**src/rtl/mx_pkg.sv**
```systemverilog
// Shared types for the MX operand path: precision/format encodings, the
// payload-beats-per-tile rule and the feeder FSM state encoding.
`timescale 1ns/1ps

package mx_pkg;

  localparam int BUF_W  = 256;
  localparam int ROWS   = 8;
  localparam int BEAT_W = 3;

  typedef enum logic [1:0] {
    PREC_INT8  = 2'b00,
    PREC_FP8_6 = 2'b01,
    PREC_RSVD  = 2'b10,
    PREC_FP4   = 2'b11
  } prec_mode_e;

  typedef enum logic [1:0] {
    FP_E2M3 = 2'b00,
    FP_E3M2 = 2'b01,
    FP_E4M3 = 2'b10,
    FP_E5M2 = 2'b11
  } fp_mode_e;

  typedef enum logic [1:0] {
    ST_IDLE,
    ST_HDR,
    ST_LOAD,
    ST_PRESENT
  } feeder_state_e;

  // 32-bit payload words needed to carry one 8-row tile in the given format.
  function automatic logic [3:0] payload_beats(input prec_mode_e prec, input fp_mode_e fp);
    logic [3:0] pb;
    case (prec)
      PREC_INT8:  pb = 4'd2;
      PREC_FP8_6: pb = (fp == FP_E2M3 || fp == FP_E3M2) ? 4'd6 : 4'd8;
      default:    pb = 4'd8;
    endcase
    return pb;
  endfunction

endpackage

```
**src/rtl/mx_tile_unpack.sv**
```systemverilog
// Combinational views of the 256-bit tile buffer in each supported element
// format; element 0 of every view sits at the buffer LSBs.
`timescale 1ns/1ps

module mx_tile_unpack
  import mx_pkg::*;
(
  input  logic [BUF_W-1:0]         tile_buf,
  output logic [0:7][7:0]          int8,
  output logic [0:7][0:3][7:0]     fp8,
  output logic [0:7][0:3][5:0]     fp6,
  output logic [0:7][0:7][3:0]     fp4
);

  // NOTE: every output gets a default before the loops so no path can hold a stale value (no latch).
  always_comb begin
    int8 = '0;
    fp8  = '0;
    fp6  = '0;
    fp4  = '0;
    for (int i = 0; i < ROWS; i++) begin
      int8[i] = tile_buf[8*i +: 8];
      for (int j = 0; j < 4; j++) begin
        fp8[i][j] = tile_buf[8*(4*i+j) +: 8];
        fp6[i][j] = tile_buf[6*(4*i+j) +: 6];
      end
      for (int j = 0; j < 8; j++) begin
        fp4[i][j] = tile_buf[4*(8*i+j) +: 4];
      end
    end
  end

endmodule

```
**src/rtl/mx_operand_feeder.sv**
```systemverilog
// Assembles MX operand tiles (shared exponent + 8 rows) from a 32-bit word
// stream and presents them to one PE operand port with valid/ready.
`timescale 1ns/1ps

module mx_operand_feeder
  import mx_pkg::*;
#(
  parameter int WORD_W = 32,
  parameter int CNT_W  = 16
) (
  input  logic                     clk_i,
  input  logic                     rstn,
  input  logic                     start_i,
  input  logic [1:0]               cfg_prec_mode_i,
  input  logic [1:0]               cfg_FP_mode_i,
  input  logic [CNT_W-1:0]         cfg_num_tiles_i,
  input  logic [WORD_W-1:0]        s_data_i,
  input  logic                     s_valid_i,
  output logic                     s_ready_o,
  output logic [0:7][7:0]          op_INT8_o,
  output logic [0:7][0:3][7:0]     op_FP8_o,
  output logic [0:7][0:3][5:0]     op_FP6_o,
  output logic [0:7][0:7][3:0]     op_FP4_o,
  output logic [7:0]               op_shared_exp_o,
  output logic                     op_valid_o,
  input  logic                     op_ready_i,
  output logic                     busy_o,
  output logic                     done_o,
  output logic                     err_o
);

  feeder_state_e state_q, state_d;

  prec_mode_e          prec_q;
  fp_mode_e            fp_q;
  logic [CNT_W-1:0]    num_tiles_q;
  logic [CNT_W-1:0]    tile_cnt_q;
  logic [CNT_W-1:0]    tile_cnt_inc;
  logic [BEAT_W-1:0]   beat_cnt_q;
  logic [BUF_W-1:0]    tile_buf_q;
  logic [7:0]          shared_exp_q;
  logic                err_q;
  logic                done_zero_q;

  logic                start_go;
  logic                start_zero;
  logic                start_err;
  logic                hdr_hs;
  logic                load_hs;
  logic                op_hs;
  logic                last_beat;
  logic                last_tile;
  logic                s_ready;
  logic                op_valid;

  assign tile_cnt_inc = tile_cnt_q + CNT_W'(1);
  assign last_beat    = ({1'b0, beat_cnt_q} == (payload_beats(prec_q, fp_q) - 4'd1));
  assign last_tile    = (tile_cnt_inc == num_tiles_q);

  // NOTE: state register uses non-blocking assignment; all sequential state below does the same.
  always_ff @(posedge clk_i or negedge rstn) begin
    if (!rstn) state_q <= ST_IDLE;
    else       state_q <= state_d;
  end

  always_comb begin
    state_d    = state_q;
    s_ready    = 1'b0;
    op_valid   = 1'b0;
    start_go   = 1'b0;
    start_zero = 1'b0;
    start_err  = 1'b0;
    hdr_hs     = 1'b0;
    load_hs    = 1'b0;
    op_hs      = 1'b0;
    unique case (state_q)
      ST_IDLE: begin
        if (start_i) begin
          if (prec_mode_e'(cfg_prec_mode_i) == PREC_RSVD) begin
            start_err = 1'b1;
          end else if (cfg_num_tiles_i == '0) begin
            start_zero = 1'b1;
          end else begin
            start_go = 1'b1;
            state_d  = ST_HDR;
          end
        end
      end
      ST_HDR: begin
        s_ready = 1'b1;
        hdr_hs  = s_valid_i;
        if (s_valid_i) state_d = ST_LOAD;
      end
      ST_LOAD: begin
        s_ready = 1'b1;
        load_hs = s_valid_i;
        if (s_valid_i && last_beat) state_d = ST_PRESENT;
      end
      ST_PRESENT: begin
        // Valid comes from state alone; ready only steers the transition.
        op_valid = 1'b1;
        op_hs    = op_ready_i;
        if (op_ready_i) state_d = last_tile ? ST_IDLE : ST_HDR;
      end
      default: state_d = ST_IDLE;
    endcase
  end

  // NOTE: the tile buffer is reset because its contents are visible on the op_* outputs.
  always_ff @(posedge clk_i or negedge rstn) begin
    if (!rstn) begin
      prec_q       <= PREC_INT8;
      fp_q         <= FP_E2M3;
      num_tiles_q  <= '0;
      tile_cnt_q   <= '0;
      beat_cnt_q   <= '0;
      tile_buf_q   <= '0;
      shared_exp_q <= '0;
      err_q        <= 1'b0;
      done_zero_q  <= 1'b0;
    end else begin
      done_zero_q <= start_zero;
      if (start_err) err_q <= 1'b1;
      if (start_go || start_zero) err_q <= 1'b0;
      if (start_go) begin
        prec_q      <= prec_mode_e'(cfg_prec_mode_i);
        fp_q        <= fp_mode_e'(cfg_FP_mode_i);
        num_tiles_q <= cfg_num_tiles_i;
        tile_cnt_q  <= '0;
        tile_buf_q  <= '0;
      end
      if (hdr_hs) begin
        shared_exp_q <= s_data_i[7:0];
        beat_cnt_q   <= '0;
      end
      if (load_hs) begin
        tile_buf_q[{beat_cnt_q, 5'd0} +: WORD_W] <= s_data_i;
        if (!last_beat) beat_cnt_q <= beat_cnt_q + BEAT_W'(1);
      end
      if (op_hs) begin
        tile_cnt_q <= tile_cnt_inc;
        // Clearing on the way back to HDR keeps unused high bits at zero for narrow formats.
        if (!last_tile) tile_buf_q <= '0;
      end
    end
  end

  mx_tile_unpack u_unpack (
    .tile_buf (tile_buf_q),
    .int8     (op_INT8_o),
    .fp8      (op_FP8_o),
    .fp6      (op_FP6_o),
    .fp4      (op_FP4_o)
  );

  assign s_ready_o       = s_ready;
  assign op_valid_o      = op_valid;
  assign op_shared_exp_o = shared_exp_q;
  assign busy_o          = (state_q != ST_IDLE);
  assign done_o          = done_zero_q | (op_hs & last_tile);
  assign err_o           = err_q;

endmodule
```
**config.mk**
```make
export PLATFORM = sky130hd
export DESIGN_NAME = mx_operand_feeder
export DESIGN_NICKNAME = d
export VERILOG_FILES = /design/src/rtl/mx_pkg.sv /design/src/rtl/mx_tile_unpack.sv /design/src/rtl/mx_operand_feeder.sv
export SDC_FILE = /design/constraint.sdc
export NUM_CORES = 1
export LEC_CHECK = 0
export BUFFER_PORTS_ARGS = -buffer_cell sky130_fd_sc_hd__buf_2
export CAP_MARGIN = 20
export CELL_PAD_IN_SITES_DETAIL_PLACEMENT = 1
export CELL_PAD_IN_SITES_GLOBAL_PLACEMENT = 2
export CORE_AREA = 3 3 329 331
export DETAILED_ROUTE_END_ITERATION = 10
export DIE_AREA = 0 0 332 334
export PLACE_DENSITY = 0.69
export SYNTH_ARGS = -nofsm -noshare
export SYNTH_HDL_FRONTEND = slang
export SYNTH_SLANG_ARGS = --single-unit
```
**constraint.sdc**
```tcl
create_clock -name clk_i -period 5.81 [get_ports clk_i]
set_input_delay 1.162 -clock clk_i [delete_from_list [all_inputs] [get_ports clk_i]]
set_output_delay 1.162 -clock clk_i [all_outputs]
set_load 0.05 [all_outputs]
```
==> results.py <==
metrics = {
    "pwr": {
        "power.static_leakage_nw": 11.7,
        "clock_power_share": 0.307,
        "net_switching_share_of_the_total_power": 0.475,
        "total_switching_power_w": 0.00430,
        "comb_power_share": 0.395,
        "power_density_nw_per_um2": 423,
        "p_int_w": 0.00475,
        "power_frac_seq": 0.298,
        "worst_ir_drop_vdd_uv": 160,
    },
    "timing": {
        "finalCritPeriodShare": 0.812,
        "report.final.slew_viol_count": 0,
        "clock-skew-final_ps": 11.4,
        "setup_tns_ps": 0,
        "final_number_of_hold_violating_endpoints": 0,
        "worst_slew_margin_rel": 0.0499,
        "worst_hold_slack_ps": 500,
        "min_cycle_time_layout_ps": 4720,
        "grt_setup_unrepaired": "false",
        "tightest_slew_ps": 1430,
        "fmax_mhz": 212,
        "finalSetupViolations": 0,
    },
    "critical_path": {
        "path_max_fanout": 7,
        "setup.reg_to_reg.worst_slack_ps": 1720,
        "kind_of_end_point_of_the_critical_path": "output port",
        "critical_path.startpoint_type": "flip-flop",
        "worst_ep_arrival_time_ps": 3550,
        "critPathRequiredTime_ps": 4650,
        "timing.setup.critical_path_class": "flip-flop to output port",
    },
    "final_layout": {
        "final_net_count": 2422,
        "post_route_cells_drive_above_1_share": 0.411,
        "area_growth_pct": 16.7,
        "n_fill_cell": 12800,
    },
    "clocking": {
        "cts.sink_count": 306,
        "postcts_resize_cnt": 0,
        "clk_path_buf_depth": 3,
        "cts_buffers": 43,
        "clock_latency_ps": 590,
        "tritoncts_clock_tree": "done",
        "cts-hold-fix-buffers": 0,
        "cts.repair_timing.setup_buffer_count": 0,
        "clkTransAtPathRegs_ps": 60,
        "root_buffer": "clkbuf_16",
        "cts-htree-levels": 2,
    },
    "floorplan": {
        "initial_cell_density_of_the_core": 0.174,
        "die_x_um": 332,
        "core_area_sq_um": 105000,
        "rows": 119,
        "die_height_um": 334,
        "die_area_sq_um": 111000,
        "io-pin-count": 838,
    },
    "route": {
        "detailroute.via_count": 16300,
        "via_cell_ratio": 4.31,
        "route.detailed.drc": 0,
        "first_iter_violations": 1079,
        "detail_route.wl_per_cell_um": 24.9,
        "drt_pre_antenna_iters": 5,
        "detail_route.wirelength_um": 94100,
        "detail-route-antenna-nets": 0,
    },
    "global_routing": {
        "grt_overflow_total": 0,
        "grt_usage": 0.161,
        "pin_count_of_the_biggest_net_entering_global_routing": 170,
        "grt_antenna_before_repair": 16,
        "grt_first_pass_wirelength_um": 129000,
        "grt_pass1_vias": 16100,
    },
    "run": {
        "cap_violations": 0,
    },
    "yosys": {
        "cells_taking_the_most_area_after_synthesis": "dfrtp_1 42%, buf_4 21%, a21oi_1 8.4%",
        "total_standard_cell_area_after_synthesis_sq_um": 18300,
        "synth_nets": 2189,
        "ys_seq_elements": 306,
        "synthMostInstantiatedCell": "buf_4",
        "synth.lib_cells_used.distinct": 55,
        "synth.avg_cell_area_sq_um": 8.65,
        "yosys.area.top_type": "dfrtp_1",
        "count_of_flip_flops_with_a_built_in_enable_after_synthesis": 0,
        "postSynthCellCount": 2120,
        "synthDominantCellAreaShare": 0.418,
        "sequential_fraction_of_the_synthesis_area": 0.418,
        "yosys_warnings": 0,
        "yosys_most_used_dff": "dfrtp_1",
        "ys_top_cells_by_count": "514 x buf_4, 306 x a21oi_1, 306 x dfrtp_1",
        "postSynth.asyncResetShare": 1.00,
    },
    "placement": {
        "dp.final_hpwl_um": 67000,
        "io_buffers": 836,
        "place.gp.congestion": 0.783,
    },
    "status": {
        "run_status": "finished clean",
    },
    "hold_path": {
        "hold_path.class": "flip-flop to flip-flop",
    },
}
-- power groups by stage --
stage	registers [W]	logic (W)	clock network [W]
6_report	0.00270	0.00357	0.00278
5_1_grt	0.00274	0.00379	0.00298
4_1_cts	0.00271	0.00362	0.00290
3_5_place_dp	0.00275	0.00361	0
3_3_place_gp	0.00274	0.00359	0
2_1_floorplan	0.00306	0.00247	0
-- critical path, stage by stage (launching register included) --
cell      delay, ps
dfrtp_1         470
ha_1            340
nand3_1         340
nor3_1          570
nand3_1         150
a211oi_1        480
nand4b_4        160
o21bai_1        170
buf_2           300
-- metrics by stage --
| stage | util | std cells | instance area (sq um) | total power [W] | setup slack, ps |
|---|---|---|---|---|---|
| floorplan | - | 2120 | 18300 | 0.00553 | 1730 |
| finish | 0.203 | 3779 | 21400 | 0.00905 | 1090 |
| global placement | 0.189 | 3698 | 19900 | 0.00633 | 1690 |
| global route | 0.203 | 3774 | 21400 | 0.00951 | 748 |
| CTS | 0.203 | 3773 | 21400 | 0.00923 | 1010 |
| detailed placement | 0.189 | 3698 | 19900 | 0.00636 | 1690 |
-- routing by layer --
metal	wire, um	vias to the layer above	track usage
met4	3060	0	0.0583
met3	5960	105	0.0324
met5	0	-	0
met2	46700	698	0.279
li1	-	7201	-
met1	38400	8302	0.199
-- sequential cells by signal, summed over array words and instances (netlist names), 2 cells and up --
register,cells
beat_cnt_q,3
num_tiles_q,16
op_shared_exp_o,8
prec_q,2
state_q,2
tile_buf_q,256
tile_cnt_q,16
-- area by class of cell --
class                      instances  area (sq um)  area share
timing repair buffer             860          4450       0.208
sequential                       306          7660       0.358
clock inverter                    19           210     0.00983
clock buffer                      56          1230      0.0574
tap                             1391          1740      0.0813
antenna                            5          12.5    0.000585
inverter                          12          45.0     0.00211
multi-input combinational       1130          6050       0.283
-- path summary, 6_finish.rpt --
path / startpoint / end / cells after the start
max: tile_cnt_q[0] / done_o / 8
min: num_tiles_q[7] / num_tiles_q[7] / 2
min in group asynchronous: rstn / err_o / 1
max in group asynchronous: rstn / tile_buf_q[212] / 2
max reg2reg: tile_cnt_q[0] / tile_buf_q[154] / 9
min reg2reg: num_tiles_q[7] / num_tiles_q[7] / 2
-- layout by cell type (no fill, tap or decap), types with 9 or more instances in the layout --
master / count
dfrtp_1: 306
clkbuf_16: 45
buf_4: 18
nand2_1: 171
buf_2: 835
mux2_2: 9
a21oi_1: 306
a21oi_2: 20
and3_1: 66
nor2_1: 210
clkinv_2: 10
ha_1: 12
xnor2_1: 17
nand3_1: 9
inv_1: 12
a31oi_1: 194
o21ai_0: 28
-- logic make-up after synthesis --
| logic type | count (synthesis) | synth area share |
|---|---|---|
| adder cells (fa/ha/maj) | 12 | 0.00819 |
| XOR/XNOR | 21 | 0.0100 |
| buffers and inverters | 684 | 0.255 |
| AND/OR/NAND/NOR | 512 | 0.124 |
| flip-flops | 306 | 0.418 |
| AO/OA/AOI/OAI | 575 | 0.179 |
| multiplexers | 10 | 0.00608 |
Power figures use the tool's default switching activity.
